[config.mk]
export PLATFORM = sky130hd
export DESIGN_NAME = wb_command_master_flat
export DESIGN_NICKNAME = d
export VERILOG_FILES = /design/src/rtl/wb_command_master_if.sv /design/src/rtl/wb_command_master.sv /design/src/flat_wrapper.sv
export SDC_FILE = /design/constraint.sdc
export NUM_CORES = 1
export LEC_CHECK = 0
export ABC_AREA = 1
export CAP_MARGIN = 40
export CORE_AREA = 2 2 158 160
export CTS_CLUSTER_DIAMETER = 120
export DETAILED_ROUTE_END_ITERATION = 10
export DIE_AREA = 0 0 160 162
export PLACE_DENSITY = 0.64
export SLEW_MARGIN = 10
export SYNTH_ARGS = -nofsm -noshare
export SYNTH_HDL_FRONTEND = slang
export SYNTH_SLANG_ARGS = --single-unit
[constraint.sdc]
create_clock -name clk -period 1.3 [get_ports clk]
set_input_delay 0.195 -clock clk [delete_from_list [all_inputs] [get_ports clk]]
set_output_delay 0.195 -clock clk [all_outputs]
set_load 0.005 [all_outputs]
[src/rtl/wb_command_master_if.sv]
`default_nettype none
// ============================================================================
// Module      : wb_command_master_if
// Description : Command/response handshake and Wishbone master bus bundle.
//               The master modport is the command master's view; the slave
//               modport is the environment's view (command source + bus slave).
// Revision    : 1.0 - initial release
// ============================================================================
interface wb_command_master_if #(
  parameter int WB_DWIDTH = 128,
  parameter int WB_SWIDTH = 16
);
  // Command side
  logic                 i_cmd_valid;
  logic                 o_cmd_ready;
  logic                 i_cmd_we;
  logic [31:0]          i_cmd_adr;
  logic [31:0]          i_cmd_wdata;
  // Response side
  logic                 o_rsp_valid;
  logic [31:0]          o_rsp_rdata;
  logic                 o_rsp_err;
  // Wishbone side
  logic [31:0]          o_wb_adr;
  logic [WB_SWIDTH-1:0] o_wb_sel;
  logic                 o_wb_we;
  logic [WB_DWIDTH-1:0] o_wb_dat;
  logic [WB_DWIDTH-1:0] i_wb_dat;
  logic                 o_wb_cyc;
  logic                 o_wb_stb;
  logic                 i_wb_ack;
  logic                 i_wb_err;

  modport master (
    input  i_cmd_valid, i_cmd_we, i_cmd_adr, i_cmd_wdata,
    output o_cmd_ready,
    output o_rsp_valid, o_rsp_rdata, o_rsp_err,
    output o_wb_adr, o_wb_sel, o_wb_we, o_wb_dat, o_wb_cyc, o_wb_stb,
    input  i_wb_dat, i_wb_ack, i_wb_err
  );

  modport slave (
    output i_cmd_valid, i_cmd_we, i_cmd_adr, i_cmd_wdata,
    input  o_cmd_ready,
    input  o_rsp_valid, o_rsp_rdata, o_rsp_err,
    input  o_wb_adr, o_wb_sel, o_wb_we, o_wb_dat, o_wb_cyc, o_wb_stb,
    output i_wb_dat, i_wb_ack, i_wb_err
  );
endinterface
`default_nettype wire

[src/rtl/wb_command_master.sv]
`default_nettype none
// ============================================================================
// Module      : wb_command_master
// Description : Single-outstanding 32-bit command to Wishbone classic master.
//               Issues one registered bus cycle per command, waits for ack,
//               err or a timeout, and returns a one-cycle completion pulse.
//               Supports a 128-bit bus (lane steered by adr[3:2]) or 32-bit.
// Revision    : 1.0 - initial release
// ============================================================================
module wb_command_master #(
  parameter int WB_DWIDTH      = 128,
  parameter int WB_SWIDTH      = 16,
  parameter int TIMEOUT_CYCLES = 255
) (
  input  logic                clk,
  input  logic                reset,
  wb_command_master_if.master bus
);

  localparam logic [1:0] S_IDLE = 2'd0;
  localparam logic [1:0] S_BUS  = 2'd1;
  localparam logic [1:0] S_RESP = 2'd2;

  // Counter value seen on the last permitted bus cycle.
  localparam logic [7:0] TO_LAST = 8'(TIMEOUT_CYCLES - 1);

  logic [1:0]           state_q, state_d;
  logic                 cyc_q;
  logic                 we_q;
  logic [31:0]          adr_q;
  logic [WB_SWIDTH-1:0] sel_q;
  logic [WB_DWIDTH-1:0] dat_q;
  logic [7:0]           cnt_q;
  logic                 err_q;
  logic [31:0]          rdata_q;

  logic                 w_timeout;
  logic [WB_SWIDTH-1:0] w_sel;
  logic [WB_DWIDTH-1:0] w_dat;
  logic [31:0]          w_lane;

  generate
    if (WB_DWIDTH == 128) begin : g_wide
      // Replicate the word on every lane; select the lane with adr[3:2].
      assign w_sel  = WB_SWIDTH'(16'h000F << {bus.i_cmd_adr[3:2], 2'b00});
      assign w_dat  = WB_DWIDTH'({4{bus.i_cmd_wdata}});
      assign w_lane = bus.i_wb_dat[{adr_q[3:2], 5'b00000} +: 32];
    end else begin : g_narrow
      assign w_sel  = '1;
      assign w_dat  = WB_DWIDTH'(bus.i_cmd_wdata);
      assign w_lane = bus.i_wb_dat[31:0];
    end
  endgenerate

  assign w_timeout = (cnt_q == TO_LAST);

  // State register.
  always_ff @(posedge clk or negedge reset) begin
    if (!reset) state_q <= S_IDLE;
    else        state_q <= state_d;
  end

  // Next-state: ack/err/timeout all end the bus phase; RESP lasts one cycle.
  always_comb begin
    state_d = state_q;
    case (state_q)
      S_IDLE:  if (bus.i_cmd_valid) state_d = S_BUS;
      S_BUS:   if (bus.i_wb_err || bus.i_wb_ack || w_timeout) state_d = S_RESP;
      S_RESP:  state_d = S_IDLE;
      default: state_d = S_IDLE;
    endcase
  end

  // Handshake outputs decoded from the state.
  always_comb begin
    bus.o_cmd_ready = (state_q == S_IDLE);
    bus.o_rsp_valid = (state_q == S_RESP);
  end

  // Command capture, registered bus drive, timeout count and response capture.
  always_ff @(posedge clk or negedge reset) begin
    if (!reset) begin
      cyc_q   <= 1'b0;
      we_q    <= 1'b0;
      adr_q   <= '0;
      sel_q   <= '0;
      dat_q   <= '0;
      cnt_q   <= '0;
      err_q   <= 1'b0;
      rdata_q <= '0;
    end else begin
      cyc_q <= (state_d == S_BUS);
      if (state_q == S_IDLE && bus.i_cmd_valid) begin
        we_q  <= bus.i_cmd_we;
        adr_q <= bus.i_cmd_adr;
        sel_q <= w_sel;
        dat_q <= w_dat;
        cnt_q <= '0;
      end else if (state_q == S_BUS) begin
        cnt_q <= cnt_q + 8'd1;
        // err beats ack; either beats a coincident timeout.
        if (bus.i_wb_err) begin
          err_q   <= 1'b1;
          rdata_q <= '0;
        end else if (bus.i_wb_ack) begin
          err_q   <= 1'b0;
          rdata_q <= we_q ? 32'd0 : w_lane;
        end else if (w_timeout) begin
          err_q   <= 1'b1;
          rdata_q <= '0;
        end
      end
    end
  end

  assign bus.o_wb_cyc    = cyc_q;
  assign bus.o_wb_stb    = cyc_q;
  assign bus.o_wb_we     = we_q;
  assign bus.o_wb_adr    = adr_q;
  assign bus.o_wb_sel    = sel_q;
  assign bus.o_wb_dat    = dat_q;
  assign bus.o_rsp_err   = err_q;
  assign bus.o_rsp_rdata = rdata_q;

endmodule
`default_nettype wire

[src/flat_wrapper.sv]
// flat-port wrapper written by rule: the top's interface ports become plain ports
module wb_command_master_flat 
#(
  parameter int WB_DWIDTH      = 128,
  parameter int WB_SWIDTH      = 16,
  parameter int TIMEOUT_CYCLES = 255
)
  (clk, reset, bus_i_cmd_valid, bus_i_cmd_we, bus_i_cmd_adr, bus_i_cmd_wdata, bus_o_cmd_ready, bus_o_rsp_valid, bus_o_rsp_rdata, bus_o_rsp_err, bus_o_wb_adr, bus_o_wb_sel, bus_o_wb_we, bus_o_wb_dat, bus_o_wb_cyc, bus_o_wb_stb, bus_i_wb_dat, bus_i_wb_ack, bus_i_wb_err);
  wb_command_master_if #(.WB_DWIDTH(WB_DWIDTH), .WB_SWIDTH(WB_SWIDTH)) bus_i ();
  input  logic clk;
  input  logic reset;
  input wire logic [$bits(bus_i.i_cmd_valid)-1:0] bus_i_cmd_valid;
  input wire logic [$bits(bus_i.i_cmd_we)-1:0] bus_i_cmd_we;
  input wire logic [$bits(bus_i.i_cmd_adr)-1:0] bus_i_cmd_adr;
  input wire logic [$bits(bus_i.i_cmd_wdata)-1:0] bus_i_cmd_wdata;
  output wire logic [$bits(bus_i.o_cmd_ready)-1:0] bus_o_cmd_ready;
  output wire logic [$bits(bus_i.o_rsp_valid)-1:0] bus_o_rsp_valid;
  output wire logic [$bits(bus_i.o_rsp_rdata)-1:0] bus_o_rsp_rdata;
  output wire logic [$bits(bus_i.o_rsp_err)-1:0] bus_o_rsp_err;
  output wire logic [$bits(bus_i.o_wb_adr)-1:0] bus_o_wb_adr;
  output wire logic [$bits(bus_i.o_wb_sel)-1:0] bus_o_wb_sel;
  output wire logic [$bits(bus_i.o_wb_we)-1:0] bus_o_wb_we;
  output wire logic [$bits(bus_i.o_wb_dat)-1:0] bus_o_wb_dat;
  output wire logic [$bits(bus_i.o_wb_cyc)-1:0] bus_o_wb_cyc;
  output wire logic [$bits(bus_i.o_wb_stb)-1:0] bus_o_wb_stb;
  input wire logic [$bits(bus_i.i_wb_dat)-1:0] bus_i_wb_dat;
  input wire logic [$bits(bus_i.i_wb_ack)-1:0] bus_i_wb_ack;
  input wire logic [$bits(bus_i.i_wb_err)-1:0] bus_i_wb_err;
  assign bus_i.i_cmd_valid = bus_i_cmd_valid;
  assign bus_i.i_cmd_we = bus_i_cmd_we;
  assign bus_i.i_cmd_adr = bus_i_cmd_adr;
  assign bus_i.i_cmd_wdata = bus_i_cmd_wdata;
  assign bus_o_cmd_ready = bus_i.o_cmd_ready;
  assign bus_o_rsp_valid = bus_i.o_rsp_valid;
  assign bus_o_rsp_rdata = bus_i.o_rsp_rdata;
  assign bus_o_rsp_err = bus_i.o_rsp_err;
  assign bus_o_wb_adr = bus_i.o_wb_adr;
  assign bus_o_wb_sel = bus_i.o_wb_sel;
  assign bus_o_wb_we = bus_i.o_wb_we;
  assign bus_o_wb_dat = bus_i.o_wb_dat;
  assign bus_o_wb_cyc = bus_i.o_wb_cyc;
  assign bus_o_wb_stb = bus_i.o_wb_stb;
  assign bus_i.i_wb_dat = bus_i_wb_dat;
  assign bus_i.i_wb_ack = bus_i_wb_ack;
  assign bus_i.i_wb_err = bus_i_wb_err;
  wb_command_master #(.WB_DWIDTH(WB_DWIDTH), .WB_SWIDTH(WB_SWIDTH), .TIMEOUT_CYCLES(TIMEOUT_CYCLES)) u_core (.clk(clk), .reset(reset), .bus(bus_i));
endmodule
# Yosys cells after proc, flatten, opt, wreduce, memory -nomap -nowiden
# Cells that the tools add are included.
# Widths: inputs -> output; s select.
# classes
reduce_logical,7
mux,12
shift,2
eq_ne,4
add_sub_neg,1
bitwise_logic,1
# op_table
cell,count
$mux 32,4
$shiftx 128x8->32,1
$mux 8,2
$shl 4x4->16 const A,1
$add 8x1->8 const B,1
$eq 8x8->1 const B,1
$eq 2x1->1 const B,2
$mux 2,2
$pmux 2 s2,1
$mux 1,3
$reduce_and 3->1,1
$reduce_bool 3->1,1
$eq 2x2->1 const B,1
$logic_not 2->1,1
$logic_or 1x1->1,2
$reduce_bool 2->1,1
$logic_and 1x1->1,1
$not 1->1,1
# totals
ff_bits,221
wordCells,36
out_inout_bits,214

# Logic depth before layout (Yosys ltp)
# Gate-level depths: netlist of run 1.
# logic_depth
depth_word,5
mapped_depth,10
depth_no_buf,9

# Least setup slack after synthesis of run 1
# OpenSTA, ideal clock, no wires.
# synth_timing
kind,register -> register
from,reg u_core.cnt_q[0]
to,"reg u_core.rdata_q[10], in the netlist u_core.bus.o_rsp_rdata[10]"
path_slack_ns,-0.056
arrival_time_ns,1.240
path_stages_with_launch,11
path_buffers,1
cell_sequence,dfrtp_1 inv_1 ha_1 nand2_1 nor2_2 nand2_4 nand2_2 nand2_2 buf_6 nand2_1 nand2_1
# synth_via
elab_chain_len,3
# synth_lines
item,line,source
from (decl),wb_command_master.sv:33,logic [7:0] cnt_q;
from (signal assigned),wb_command_master.sv:100,cnt_q <= cnt_q + 8'd1;
$eq 8x8->1,wb_command_master.sv:55,assign w_timeout = (cnt_q == TO_LAST);
$reduce_bool 3->1 (no line),n/a,
$reduce_and 3->1 (no line),n/a,
to (signal assigned),wb_command_master.sv:107,rdata_q <= we_q ? 32'd0 : w_lane;
to (decl),wb_command_master.sv:35,logic [31:0] rdata_q;
# Every way passes these cells.
# A chain may end at the register's enable or synchronous reset.

# Worst setup path in the final report of run 1
# layout_timing
from,reg u_core.cnt_q[0]
to,"reg u_core.rdata_q[8], in the netlist u_core.bus.o_rsp_rdata[8]"
# Same word-level chain as after synthesis.

==> summary.txt, run 1 <==
Placed design
  – Hpwl dp: 17300 um
  – Gp weighted congestion: about 0.90
  – Port Buf Inserts: 411
  – Cells after DPL: 1519

Worst setup path
  – Max FO, Critical Path: 33
  – Cells along the critical path: inv_2 > ha_1 > nand2_1 > nor2_2 > nand2_4 > a21oi_4 > buf_12 > nand2_1 > nand2_1
  – Worst setup EP type: register
  – CP Class: reg -> reg
  – Sum of buffers and inverters on the critical path: 2
  – Crit-path max cell delay: roughly 380 ps
  – CP top delay family: simple AND/OR/NAND/NOR gates
  – Slowest-stage cell, CP: dfrtp_1
  – WP data arrival: 1780 ps
  – Cell mode on critical path: nand2_1
  – Req. time, crit path: approximately 1600 ps
  – Critical Path Source Type: register

Global route
  – GR Util All Layers: around 18%
  – Initial antenna violation count: 0
  – Pin count of the biggest net entering global routing: 64
  – Vias in the first global route: 6990
  – First-pass GRT wire length: roughly 36000 um
  – GRT overflow: 0

Run status
  – Failing checks: negative setup slack
  – Status: finished, violations left

Synth
  – Yosys warns: 0
  – Synth area leaders: dfrtp_1 44%, nand2_1 27%, buf_4 13%
  – Most used DFF post-synth: dfrtp_1
  – Synthesized area: 0.00643 sq mm
  – Post-synthesis cell type count: 23
  – Cell taking the most area after synthesis: dfrtp_1
  – Async SR Flop Fraction: between 90% and 100%
  – Top cells by count, synth: 469 x nand2_1, 113 x dfrtp_1, 109 x buf_4
  – Most common cell in the netlist: nand2_1
  – Sequential area share after synthesis: roughly 44%
  – Yosys reg bits: approximately 110
  – Top-area cell type share of the netlist area: approximately 44%
  – Syn Area/Cell: ~7.2 sq um
  – Post-Synthesis Cells: between 800 and 900
  – Post-synth EDFFs: 0
  – Syn Nets: 1092

Route
  – Pre-Repair DR Iteration Count: 4
  – DRT antenna net count: 0
  – Total wire length: approximately 25000 um
  – DRC violations left: 0
  – Initial drt markers: between 300 and 400
  – Post-detailed-route wirelength per cell: 15.3 um
  – Via count: a little over 7k
  – DR vias/cell: between 4 and 5

Timing
  – Setup Skew: around 11 ps
  – Worst-Margin Slew: ~370 ps
  – Setup ws final: -139 ps
  – Slew HR: 75.1%
  – Hold WS: around 310 ps
  – Final setup vio count: 48
  – RSZ-0062 raised after global routing: true
  – Final Hold Viols: 0
  – Post-route minimum period: between 1000 and 1500 ps
  – Slew Viols, Final: 0
  – Period utilization: 111%
  – Peak Freq: between 0.6 and 0.7 GHz

Layout
  – Layout Area Growth over Synthesis: 84.7%
  – Area occupied by multi-input gates: between 0.002 and 0.003 sq mm
  – Fin util: between 40 and 50%
  – # diodes: 0
  – Non-Filler Instances: 1642
  – Layout cells sized above 1: 25.0%
  – Register area: around 0.0028 sq mm
  – Nets: 1505
  – # fillers: roughly 2.4k

Clock network
  – Max clock buf depth: 2
  – CTS root buffer: clkbuf_16
  – Clk Latency, worst-skew pair: between 400 and 500 ps
  – H-tree depth: 4
  – CTS tree: done
  – CTS buffer count: 17
  – Worst-path clk slew: ~60 ps
  – Clk sink count: ~110

Pwr
  – PwrDens: 1770 mW/mm^2
  – NetSw: between 7 and 8 mW
  – Reg power frac: approximately 26%
  – Peak supply drop: 0.834 mV
  – Total internal power: 13.6 mW
  – Clk network pwr share: 21.6%
  – Leak: between 6 and 7 nW
  – Combinational Power Share: 52.8%
  – Sw Ratio: between 30% and 40%

Floorplanning
  – Die Area: ~0.026 sq mm
  – Die H: 162 um
  – Die width: about 160 um
  – Row count: between 50 and 60
  – Ports: a little over 400
  – Core region area: around 0.024 sq mm
  – Initial Utilization: a little over a quarter

Hold path
  – Hold Path Class: in -> reg

Job
  – MaxCap Viol Count: 0
[per-stage QoR]
| step | worst slack [ps] | power, mW | area [sq um] | setup TNS [ps] |
|---|---|---|---|---|
| after floorplan | -28.3 | 10.1 | 6440 | -818 |
| after global placement | -217 | 15.1 | 10400 | -12020 |
| after detailed placement | -244 | 15.2 | 10400 | -13580 |
| after CTS | -186 | 20.0 | 11400 | -8500 |
| after global routing | -237 | 22.4 | 11900 | -10020 |
| final | -139 | 21.0 | 11900 | -4110 |
[tightest hold or removal path, delay by kind of cell]
kind                   cells  cell delay [ps]
buffers and inverters      1              390
AND/OR/NAND/NOR            2              100
[per-layer routing]
layer  share of wire (%)  up-vias  global-route usage (%)
li1                    -     3470                       -
met1                  38     3289                    19.3
met2                  51      294                    32.0
met3                 7.3       53                    5.16
met4                 3.7        0                    7.70
met5                   0        -                       0
[final timing paths]
check                      depth (start not counted)                  startpoint  slack (ps)                    endpoint
max                                                9             u_core.cnt_q[0]        -140   u_core.bus.o_rsp_rdata[8]
min                                                3           bus_i_cmd_adr[28]         310     u_core.bus.o_wb_adr[28]
max reg2reg                                        9             u_core.cnt_q[0]        -140   u_core.bus.o_rsp_rdata[8]
min reg2reg                                        2  u_core.bus.o_rsp_rdata[30]         470  u_core.bus.o_rsp_rdata[30]
max in group asynchronous                          3                       reset         600     u_core.bus.o_wb_dat[95]
min in group asynchronous                          3                       reset         330     u_core.bus.o_wb_dat[99]
[power by group through the flow]
| stage | Sequential [mW] | Combinational [mW] | Clock [mW] |
|---|---|---|---|
| 2_1_floorplan | 5.53 | 4.55 | 0 |
| 3_3_place_gp | 5.57 | 9.51 | 0 |
| 3_5_place_dp | 5.61 | 9.60 | 0 |
| 4_1_cts | 5.30 | 10.0 | 4.67 |
| 5_1_grt | 5.53 | 12.0 | 4.87 |
| 6_report | 5.39 | 11.1 | 4.54 |
[sequential cells by signal, summed over array words and instances, names as in the netlist]
signal and cells:
u_core.bus.o_rsp_rdata 32, u_core.bus.o_wb_adr 32, u_core.bus.o_wb_dat 32, u_core.cnt_q 8
u_core.bus.o_wb_sel 4, u_core.state_q 2, u_core.bus.o_rsp_err 1, u_core.bus.o_wb_cyc 1
u_core.bus.o_wb_we 1
[final cells by class]
class                   count  area share, %
well taps                 324           3.41
multi-input cells         609           21.5
clock inverters            15           1.26
clock buffers              17           3.58
flip-flops and latches    113           23.9
inverters                  16          0.632
repair buffers            548           45.6
[cell families after synthesis]
| kind of cell | Yosys count | synth area share [%] |
|---|---|---|
| AND/OR/NAND/NOR | 558 | 33.9 |
| AO/OA/AOI/OAI | 49 | 4.13 |
| flip-flops | 113 | 44.0 |
| buffers and inverters | 170 | 17.6 |
| adder cells (fa/ha/maj) | 2 | 0.389 |
[cell usage in the layout, fill, tap and decap left out, drive strengths merged, types with 2 or more instances in the layout]
| master | count |
|---|---|
| nand2 | 475 |
| buf | 221 |
| clkdlybuf4s50 | 196 |
| dfrtp | 113 |
| clkdlybuf4s15 | 63 |
| clkbuf | 44 |
| nor2 | 42 |
| dlygate4sd2 | 40 |
| nand3 | 39 |
| a21oi | 34 |
| inv | 21 |
| o21ai | 12 |
| clkinv | 6 |
| clkinvlp | 3 |
| nand4 | 2 |
| ha | 2 |
[repair_timing]
item,CTS,global route
pin swaps,0,6
setup endpoints to repair,287,215
resized for setup,543,208
endpoints found under the hold margin,113,0
setup buffers,79,15
gates cloned,0,7
hold buffers,1,0
Note: power is estimated with default switching activity, not from simulation.
==> run 2: changes to the inputs <==
--- a/config.mk
+++ b/config.mk
@@ -12,6 +12,7 @@
 export DETAILED_ROUTE_END_ITERATION = 10
 export DIE_AREA = 0 0 160 162
 export PLACE_DENSITY = 0.64
+export REMOVE_ABC_BUFFERS = 1
 export SLEW_MARGIN = 10
 export SYNTH_ARGS = -nofsm -noshare
 export SYNTH_HDL_FRONTEND = slang
==> run 2 against run 1 <==
Compared with the run above: the flow still finishes with violations (negative setup slack); non-clock buffer count increased by 32; critical path depth increased by 1; wire length increased by 14%; sequential cell count unchanged; die area unchanged; global-route usage increased by 1.2 points; utilization increased by 5.1 points; critical path type unchanged; clock skew increased by 2.2 ps; setup slack got worse by 26 ps; hold slack got worse by 140 ps.
==> summary.txt, run 2 (synthesis results as in run 1) <==
Run status
  – Status: finished, violations left
  – Failing checks: negative setup slack

Global route
  – Pin count of the biggest net entering global routing: 57
  – GRT overflow: 0
  – Vias in the first global route: between 7k and 8k
  – GR Util All Layers: 18.8%
  – Initial antenna violation count: 0
  – First-pass GRT wire length: roughly 39000 um

Floorplanning
  – Core region area: 0.0241 sq mm
  – Row count: 57
  – Die H: 162 um
  – Initial Utilization: a little over a quarter
  – Ports: between 400 and 500
  – Die width: around 160 um
  – Die Area: between 0.02 and 0.03 sq mm

Layout
  – Commonest cells after routing, fill and taps aside: 349 x nand2_1, 196 x clkdlybuf4s50_1, 134 x buf_6
  – Layout cells sized above 1: between 30% and 40%
  – Layout Area Growth over Synthesis: 104%
  – Nets: approximately 1.5k
  – # diodes: 0
  – Most common cell after layout, fill and taps aside: nand2_1

Pwr
  – Leak: 6.79 nW
  – PwrDens: between 1500 and 2000 mW/mm^2
  – Overall power: ~24 mW
  – Peak supply drop: 1.23 mV

Clock network
  – H-tree depth: 4
  – CTS root buffer: clkbuf_16
  – Clk sink count: around 110
  – Clk Latency, worst-skew pair: 420 ps
  – CTS tree: done
  – Worst-path clk slew: around 60 ps
  – Max clock buf depth: 2
  – CTS buffer count: 17

Placed design
  – Gp weighted congestion: around 0.85
  – Port Buf Inserts: between 400 and 500
  – Hpwl dp: between 15000 and 20000 um

Hold path
  – Hold Path Class: in -> async

Timing
  – Final Hold Viols: 0
  – Setup Skew: approximately 13 ps
  – Setup ws final: -165 ps
  – Slew HR: approximately 78%
  – Worst-Margin Slew: between 300 and 400 ps
  – Post-route minimum period: roughly 1500 ps
  – Slew Viols, Final: 0
  – Hold WS: around 170 ps
  – Peak Freq: 0.683 GHz
  – RSZ-0062 raised after global routing: true
  – Final setup vio count: 111
  – Period utilization: 113%

Route
  – DR vias/cell: 4.34
  – Pre-Repair DR Iteration Count: 5
  – Via count: roughly 7.3k
  – Total wire length: ~29000 um
  – Met1 WL: about 12000 um
  – Met2 WL: approximately 15000 um
  – Initial drt markers: between 300 and 400
  – DRC violations left: 0
  – DRT antenna net count: 0
  – Routed length on met3: 1250 um
  – Top Metal Used: met4
  – Post-detailed-route wirelength per cell: around 17 um

Worst setup path
  – CP Class: reg -> reg
  – Crit-path max cell delay: 380 ps
  – WP data arrival: 1810 ps
  – Slowest-stage cell, CP: dfrtp_1
  – Critical Path Source Type: register
  – Max FO, Critical Path: 8
  – Req. time, crit path: between 1500 and 2000 ps
  – Worst setup EP type: register
  – Cells along the critical path: inv_2 > ha_4 > nand2_4 > nor2_4 > nand2_4 > a21oi_4 > buf_12 > buf_6 > nand2_1 > nand2_1

Job
  – MaxCap Viol Count: 0
-- run 2: cell count changes in the layout (fill, tap and decap cells not counted), moves of 8 or more --
cell	delta
nand2_2	+65
nand2_1	-99
clkbuf_2	+13
nand2_4	+34
buf_6	+15
buf_2	-19
clkbuf_16	+11
buf_12	+8
-- run 2: per-stage QoR --
| stage | util, % | cell area (sq um) | cells | setup slack (ps) | TNS (ps) |
|---|---|---|---|---|---|
| 6_report | 54.4 | 13100 | 1674 | -165 | -8600 |
| 5_1_grt | 54.4 | 13100 | 1674 | -232 | -15770 |
| 4_1_cts | 49.2 | 11900 | 1639 | -172 | -8130 |
| 3_5_place_dp | 43.4 | 10500 | 1522 | -245 | -13570 |
| 3_3_place_gp | 43.4 | 10500 | 1522 | -208 | -11270 |
| 2_1_floorplan | - | 5360 | 738 | -1630 | -157490 |
-- run 2: path summary, 6_finish.rpt --
| check | startpoint | endpoint | slack [ps] | cells after the start |
|---|---|---|---|---|
| max | u_core.cnt_q[0] | u_core.bus.o_rsp_rdata[30] | -170 | 10 |
| min | reset | u_core.bus.o_rsp_rdata[7] | 170 | 2 |
| max reg2reg | u_core.cnt_q[0] | u_core.bus.o_rsp_rdata[30] | -170 | 10 |
| min reg2reg | u_core.bus.o_wb_adr[7] | u_core.bus.o_wb_adr[7] | 470 | 2 |
| max in group asynchronous | reset | u_core.bus.o_wb_dat[97] | 540 | 3 |
| min in group clk | bus_i_cmd_wdata[2] | u_core.bus.o_wb_dat[98] | 320 | 3 |
-- run 2: area by class of cell --
type	instances	area, sq um
clock buffer	18	439
clock inverter	14	229
fill	2231	11000
inverter	16	82.6
multi-input combinational	609	3030
sequential	113	2850
tap	324	405
timing repair buffer	580	6070
-- run 2: timing repair --
item / CTS / global route
gates cloned: 1 / 20
hold buffers: 1 / 0
endpoints found under the hold margin: 113 / 0
pin swaps: 1 / 48
gates resized for setup: 611 / 330
buffers inserted: 83 / 23
endpoints found under the setup margin: 259 / 248
-- run 2: layer usage --
metal  global-route usage (%)  vias to the layer above
met5                        0                        -
met3                     3.45                       38
met1                     22.7                     3467
met2                     33.8                      229
li1                         -                     3523
met4                     6.80                        0
-- run 2: report_power, final --
part,total [mW],switching (mW),internal [mW]
clock network,5.34,1.85,3.49
registers,5.50,0.872,4.63
logic,13.0,5.56,7.45
total,23.9,8.28,15.6
-- run 2: worst max-delay path, delay by kind of cell, from the launching register on --
kind / cells / cell delay [ps]
buffers and inverters: 3 / 400
DFF: 1 / 380
and+or+nand+nor: 5 / 330
AOI/OAI and AO/OA: 1 / 150
adders and majority gates: 1 / 140
==> run 3: changes to the inputs <==
--- a/config.mk
+++ b/config.mk
@@ -9,6 +9,7 @@
 export CAP_MARGIN = 40
 export CORE_AREA = 2 2 158 160
 export CTS_CLUSTER_DIAMETER = 120
+export CTS_CLUSTER_SIZE = 25
 export DETAILED_ROUTE_END_ITERATION = 10
 export DIE_AREA = 0 0 160 162
 export PLACE_DENSITY = 0.64
==> results of run 3 <==
Same layout as run 2: the final DEF is identical, and so are final timing and power.
